--- src/rtl/timer_pkg.sv ---
// Shared types and widths for the basic timer block.
package timer_pkg;
  localparam int TIM_W = 16;

  typedef enum logic [1:0] {
    IDLE = 2'd0,
    LOAD = 2'd1,
    RUN  = 2'd2
  } state_t;
endpackage

--- src/rtl/tim_prescaler.sv ---
// Prescaler: divides clk by (psc+1), producing a one-cycle tick while enabled.
module tim_prescaler
  import timer_pkg::*;
(
  input  logic             clk,
  input  logic             reset,
  input  logic             clr,
  input  logic             en,
  input  logic [TIM_W-1:0] psc,
  output logic             tick
);

  logic [TIM_W-1:0] cnt;

  // Tick is combinational so the counter can react on the same edge it rolls over.
  assign tick = en && (cnt == psc);

  always_ff @(posedge clk or posedge reset) begin
    if (reset)             cnt <= '0;
    else if (clr || tick)  cnt <= '0;
    else if (en)           cnt <= cnt + TIM_W'(1);
  end

endmodule

--- src/rtl/basic_timer.sv ---
// Up-counting timer with preloaded PSC/ARR/CCR shadows, sticky update flag and PWM.
module basic_timer
  import timer_pkg::*;
(
  input  logic             clk,
  input  logic             reset,
  input  logic [TIM_W-1:0] tim_psc,
  input  logic [TIM_W-1:0] tim_arr,
  input  logic [TIM_W-1:0] tim_ccr,
  input  logic             tim_en,
  input  logic             flag_clr,
  output logic [TIM_W-1:0] tim_cnt,
  output logic             update_evt,
  output logic             uif,
  output logic             pwm_out,
  output logic             running
);

  state_t           state, state_d;
  logic [TIM_W-1:0] psc_sh, arr_sh, ccr_sh;
  logic [TIM_W-1:0] psc_d, arr_d, ccr_d, cnt_d;
  logic             pre_clr, pre_en, tick, wrap, pwm_d;

  assign pre_clr = (state == LOAD) && tim_en;
  assign pre_en  = (state == RUN) && tim_en;
  assign running = (state == RUN);

  tim_prescaler u_psc (
    .clk   (clk),
    .reset (reset),
    .clr   (pre_clr),
    .en    (pre_en),
    .psc   (psc_sh),
    .tick  (tick)
  );

  always_comb begin
    state_d = state;
    cnt_d   = tim_cnt;
    psc_d   = psc_sh;
    arr_d   = arr_sh;
    ccr_d   = ccr_sh;
    wrap    = 1'b0;
    case (state)
      IDLE: if (tim_en) state_d = LOAD;
      LOAD: begin
        if (tim_en) begin
          state_d = RUN;
          psc_d   = tim_psc;
          arr_d   = tim_arr;
          ccr_d   = tim_ccr;
          cnt_d   = '0;
        end else begin
          state_d = IDLE;
        end
      end
      RUN: begin
        if (!tim_en) begin
          state_d = IDLE;
        end else if (tick) begin
          if (tim_cnt == arr_sh) begin
            // Wrap: shadows pick up whatever the datapath wrote during the period.
            wrap  = 1'b1;
            cnt_d = '0;
            psc_d = tim_psc;
            arr_d = tim_arr;
            ccr_d = tim_ccr;
          end else begin
            cnt_d = tim_cnt + TIM_W'(1);
          end
        end
      end
      default: state_d = IDLE;
    endcase
    // Computed from next-state values so the registered PWM lines up with tim_cnt.
    pwm_d = (state_d == RUN) && (cnt_d < ccr_d);
  end

  always_ff @(posedge clk or posedge reset) begin
    if (reset) begin
      state      <= IDLE;
      tim_cnt    <= '0;
      psc_sh     <= '0;
      arr_sh     <= '0;
      ccr_sh     <= '0;
      update_evt <= 1'b0;
      uif        <= 1'b0;
      pwm_out    <= 1'b0;
    end else begin
      state      <= state_d;
      tim_cnt    <= cnt_d;
      psc_sh     <= psc_d;
      arr_sh     <= arr_d;
      ccr_sh     <= ccr_d;
      update_evt <= wrap;
      pwm_out    <= pwm_d;
      if (wrap)          uif <= 1'b1;
      else if (flag_clr) uif <= 1'b0;
    end
  end

endmodule

--- config.mk ---
export PLATFORM = sky130hd
export DESIGN_NAME = basic_timer
export DESIGN_NICKNAME = d
export VERILOG_FILES = /design/src/rtl/timer_pkg.sv /design/src/rtl/tim_prescaler.sv /design/src/rtl/basic_timer.sv
export SDC_FILE = /design/constraint.sdc
export NUM_CORES = 1
export LEC_CHECK = 0
export BUFFER_PORTS_ARGS = -buffer_cell sky130_fd_sc_hd__buf_2
export CAP_MARGIN = 20
export CORE_MARGIN = 2
export CORE_UTILIZATION = 53
export DETAILED_ROUTE_END_ITERATION = 10
export HOLD_SLACK_MARGIN = 0.03
export PLACE_DENSITY = 0.77
export SLEW_MARGIN = 40
export SYNTH_ARGS = -nofsm -noshare
export SYNTH_HDL_FRONTEND = slang
export SYNTH_SLANG_ARGS = --single-unit
--- constraint.sdc ---
create_clock -name clk -period 3.3 [get_ports clk]
set_clock_uncertainty 0.05 [all_clocks]
set_input_delay 0.825 -clock clk [delete_from_list [all_inputs] [get_ports clk]]
set_output_delay 0.825 -clock clk [all_outputs]
set_load 0.01 [all_outputs]
==> out/results.ini <==
[status]
outcome = finished, violations left
failed_checks = setup timing

[sta]
fmax_mhz = 300
min_period_ns = 3.34
worst_pin_slew_ns = 0.698
period_share_pct = 101
grt_setup_unrepaired = true
finalHoldViolCount = 0
maxSlewViolCount = 0
slew_headroom_pct = 53.4
timing.final.ws_setup_ns = -0.0373
setup_viol_count_final = 1

[setup_path]
critical_path_class = reg -> reg
start_kind = register
end_kind = register
crit_fanout = 8
crit_arrival_ns = 3.57
worstPathRequired_ns = 3.53

[floorplan]
pin_count = 72
die_h_um = 103
core.rowCount = 36
start_util_pct = 54.1
core_area_um2 = 9640
fp.dieW_um = 103
dieArea_um2 = 10600

[cts]
cts.clk_slew.worst_paths_ns = 0.09
cts_max_level = 3
clock_latency_ns = 0.38
cts.path.max_buffers = 2
cts_hold_buffers = 0
cts_tree = built
cts_sinks = 85
cts_root_buf = clkbuf_8
cts_made_buffers = 9

[placed_design]
gp_congestion = 0.910
place_inst = 766
portBuffers = 71
post-dp-hpwl_mm = 10.3
placed_area_um2 = 6300

[power_and_ir_drop]
pwr_density_cell_nw_per_um2 = 685
irDropWorstVdd_uv = 531
p_leak_nw = 3.30

[yosys]
synthCells = 504
ys_async_sr_fraction_pct = 100
yosysSeqAreaShare_pct = 40.8
yosysWarnings = 0
synth_area_um2 = 5210
synth_mux_area_share_pct = 11.0
synth_top_family_by_area = compound AO/OA/AOI/OAI gates
avgSynthCellArea_um2 = 10.3
yosys_register_bits = 85
yosys.area_share.adder_pct = 5.04
yosysUniqueCellTypes = 59
synth_edf_count = 0
synthSimpleGateAreaFrac_pct = 15.0
synth_compound_area_share_pct = 15.6
synth_xor_area_share_pct = 7.73
synth_nets = 577
ys.flop_type = dfrtp_1

[layout]
fin_area_um2 = 6730
multi_input_area_um2 = 3000
nFillCells = 737
drive_gt1_share_pct = 39.1
fin_nets = 733
antenna-diode-count = 0
fin_cells = 798
regArea_um2 = 2130
areaGrowthSynthToFinish_pct = 29.2

[job]
maxCapViolCount = 0

[detailed_routing]
wl_per_cell_um = 17.6
drc = 0
vias_per_cell = 5.72
drt_iter0_markers = 222
wirelength_mm = 14.0
route.vias.total = 4562
dr.pass1.iters = 4
antenna_left = 0

[global_route]
grtUsageTotal_pct = 27.4
antenna_found_initial = 0
grt_max_degree = 50
grt_pass1_vias = 4412
overflow = 0
grt_pass1_wl_mm = 22.1

[worst_hold_path]
min_path_type = in -> async

[power breakdown]
| group | internal (mW) | switching (mW) | leakage [nW] |
|---|---|---|---|
| registers | 1.34 | 0.224 | 1.11 |
| clock network | 0.314 | 0.390 | 0.0857 |
| logic | 1.18 | 1.16 | 2.11 |
| total | 2.84 | 1.78 | 3.30 |
[cell families after synthesis]
| group | Yosys count |
|---|---|
| multiplexers | 42 |
| AND/OR/NAND/NOR | 149 |
| flip-flops | 85 |
| buffers and inverters | 51 |
| adder cells (fa/ha/maj) | 21 |
| AO/OA/AOI/OAI | 110 |
| XOR/XNOR | 46 |
[path summary, 6_finish.rpt]
| check | from | end | slack [ns] | depth (start not counted) |
|---|---|---|---|---|
| hold / removal | reset | arr_sh[1] | 0.47 | 2 |
| hold reg to reg | ccr_sh[6] | ccr_sh[6] | 0.47 | 1 |
| setup / recovery | psc_sh[3] | pwm_out | -0.04 | 16 |
| setup reg to reg | psc_sh[3] | pwm_out | -0.04 | 16 |
| max in group asynchronous | reset | psc_sh[3] | 2.04 | 3 |
| min in group clk | ccr_sh[6] | ccr_sh[6] | 0.47 | 1 |
[registers in the layout (all words and copies together), names as in the netlist]
name,flops
arr_sh,16
ccr_sh,16
psc_sh,16
pwm_out,1
state,2
tim_cnt,16
u_psc.cnt,16
uif,1
update_evt,1
[final cells by class]
cell class                      instances  share of cell area [%]
Inverter                               23                    1.30
Clock buffer                           13                    2.36
Sequential cell                        85                    31.6
Timing Repair Buffer                  173                    17.5
Clock inverter                          3                   0.297
Multi-Input combinational cell        368                    44.5
Tap cell                              133                    2.47
[timing repair]
action                                  CTS  global route
endpoints found under the setup margin    1             1
gates resized for setup                  16             8
cloned                                    1             0
pin swaps                                14             7
buffers inserted                         10             5
[placed cells by master, fill, tap and decap left out, drive strengths merged, types with 3 or more instances in the layout]
master and instances:
a211oi 3, a21o 6, a21oi 11, a22o 8, a22oi 10, a31oi 13, and2 5, and3 8
and4 3, buf 172, clkbuf 13, dfrtp 85, ha 21, inv 22, mux2 33, mux2i 9
nand2 41, nand3 20, nand4 17, nor2 29, nor2b 5, nor3 3, nor4 6, o211ai 4
o21a 5, o21ai 23, o221a 8, o221ai 8, or3 4, xnor2 23, xor2 23
[metrics by stage]
stage | setup TNS (ns) | hold WS [ns] | power [mW] | setup slack, ns | utilization [%]
floorplan | -0.0648 | 0.423 | 3.16 | -0.0648 | -
global placement | -0.162 | 0.439 | 3.70 | -0.162 | 65.4
detailed placement | -0.370 | 0.449 | 3.80 | -0.370 | 65.4
CTS | 0 | 0.470 | 4.61 | 0.00278 | 69.2
global route | -0.219 | 0.489 | 4.91 | -0.219 | 69.9
finish | -0.0373 | 0.466 | 4.61 | -0.0373 | 69.9
[routing by layer]
layer  vias to the layer above  routed length [um]  share of wire [%]  global-route usage, %
met2                       150                6730                 48                   44.8
met1                      2241                6260                 45                   36.8
li1                       2153                   -                  -                      -
met3                        18                 795                5.7                   6.25
met5                         -                   0                  0                      0
met4                         0                 226                1.6                   7.89
[worst max-delay path, stage by stage (launching register included)]
cell,delay [ns]
dfrtp_1,0.39
xor2_1,0.19
nor4_2,0.31
buf_4,0.18
and2_4,0.21
buf_6,0.14
buf_6,0.09
a31oi_1,0.08
mux2i_1,0.15
nand2_1,0.12
ha_1,0.29
o21a_1,0.18
o21a_1,0.16
o21a_1,0.17
o21ai_2,0.17
o211ai_1,0.12
a211oi_1,0.25
[synth_stat cells (all sizes together), types with 2 or more instances]
| library cell | number | area [um^2] |
|---|---|---|
| nand2 | 41 | 154 |
| o221ai | 8 | 70.1 |
| or3 | 4 | 25.0 |
| mux2 | 33 | 484 |
| nor3 | 3 | 15.0 |
| xnor2 | 23 | 201 |
| a21oi | 11 | 66.3 |
| inv | 23 | 86.3 |
| nor2b | 5 | 31.3 |
| o221a | 8 | 90.1 |
| a22oi | 10 | 75.1 |
| nand4b | 2 | 17.5 |
| o31a | 2 | 17.5 |
| nand4 | 17 | 106 |
| nor4 | 6 | 56.3 |
| a22o | 8 | 70.1 |
| a211oi | 3 | 27.5 |
| clkbuf | 10 | 37.5 |
| nand3 | 20 | 110 |
| a21o | 6 | 52.6 |
| and4 | 3 | 26.3 |
| dfrtp | 85 | 2130 |
| and2 | 5 | 31.3 |
| a31oi | 13 | 81.3 |
| o21a | 5 | 37.5 |
| ha | 21 | 263 |
| buf | 18 | 126 |
| and3 | 8 | 50.1 |
| o211ai | 4 | 30.0 |
| mux2i | 9 | 90.1 |
| xor2 | 23 | 201 |
| nor2 | 29 | 109 |
| o21ai | 23 | 115 |
Power figures use the tool's default switching activity.
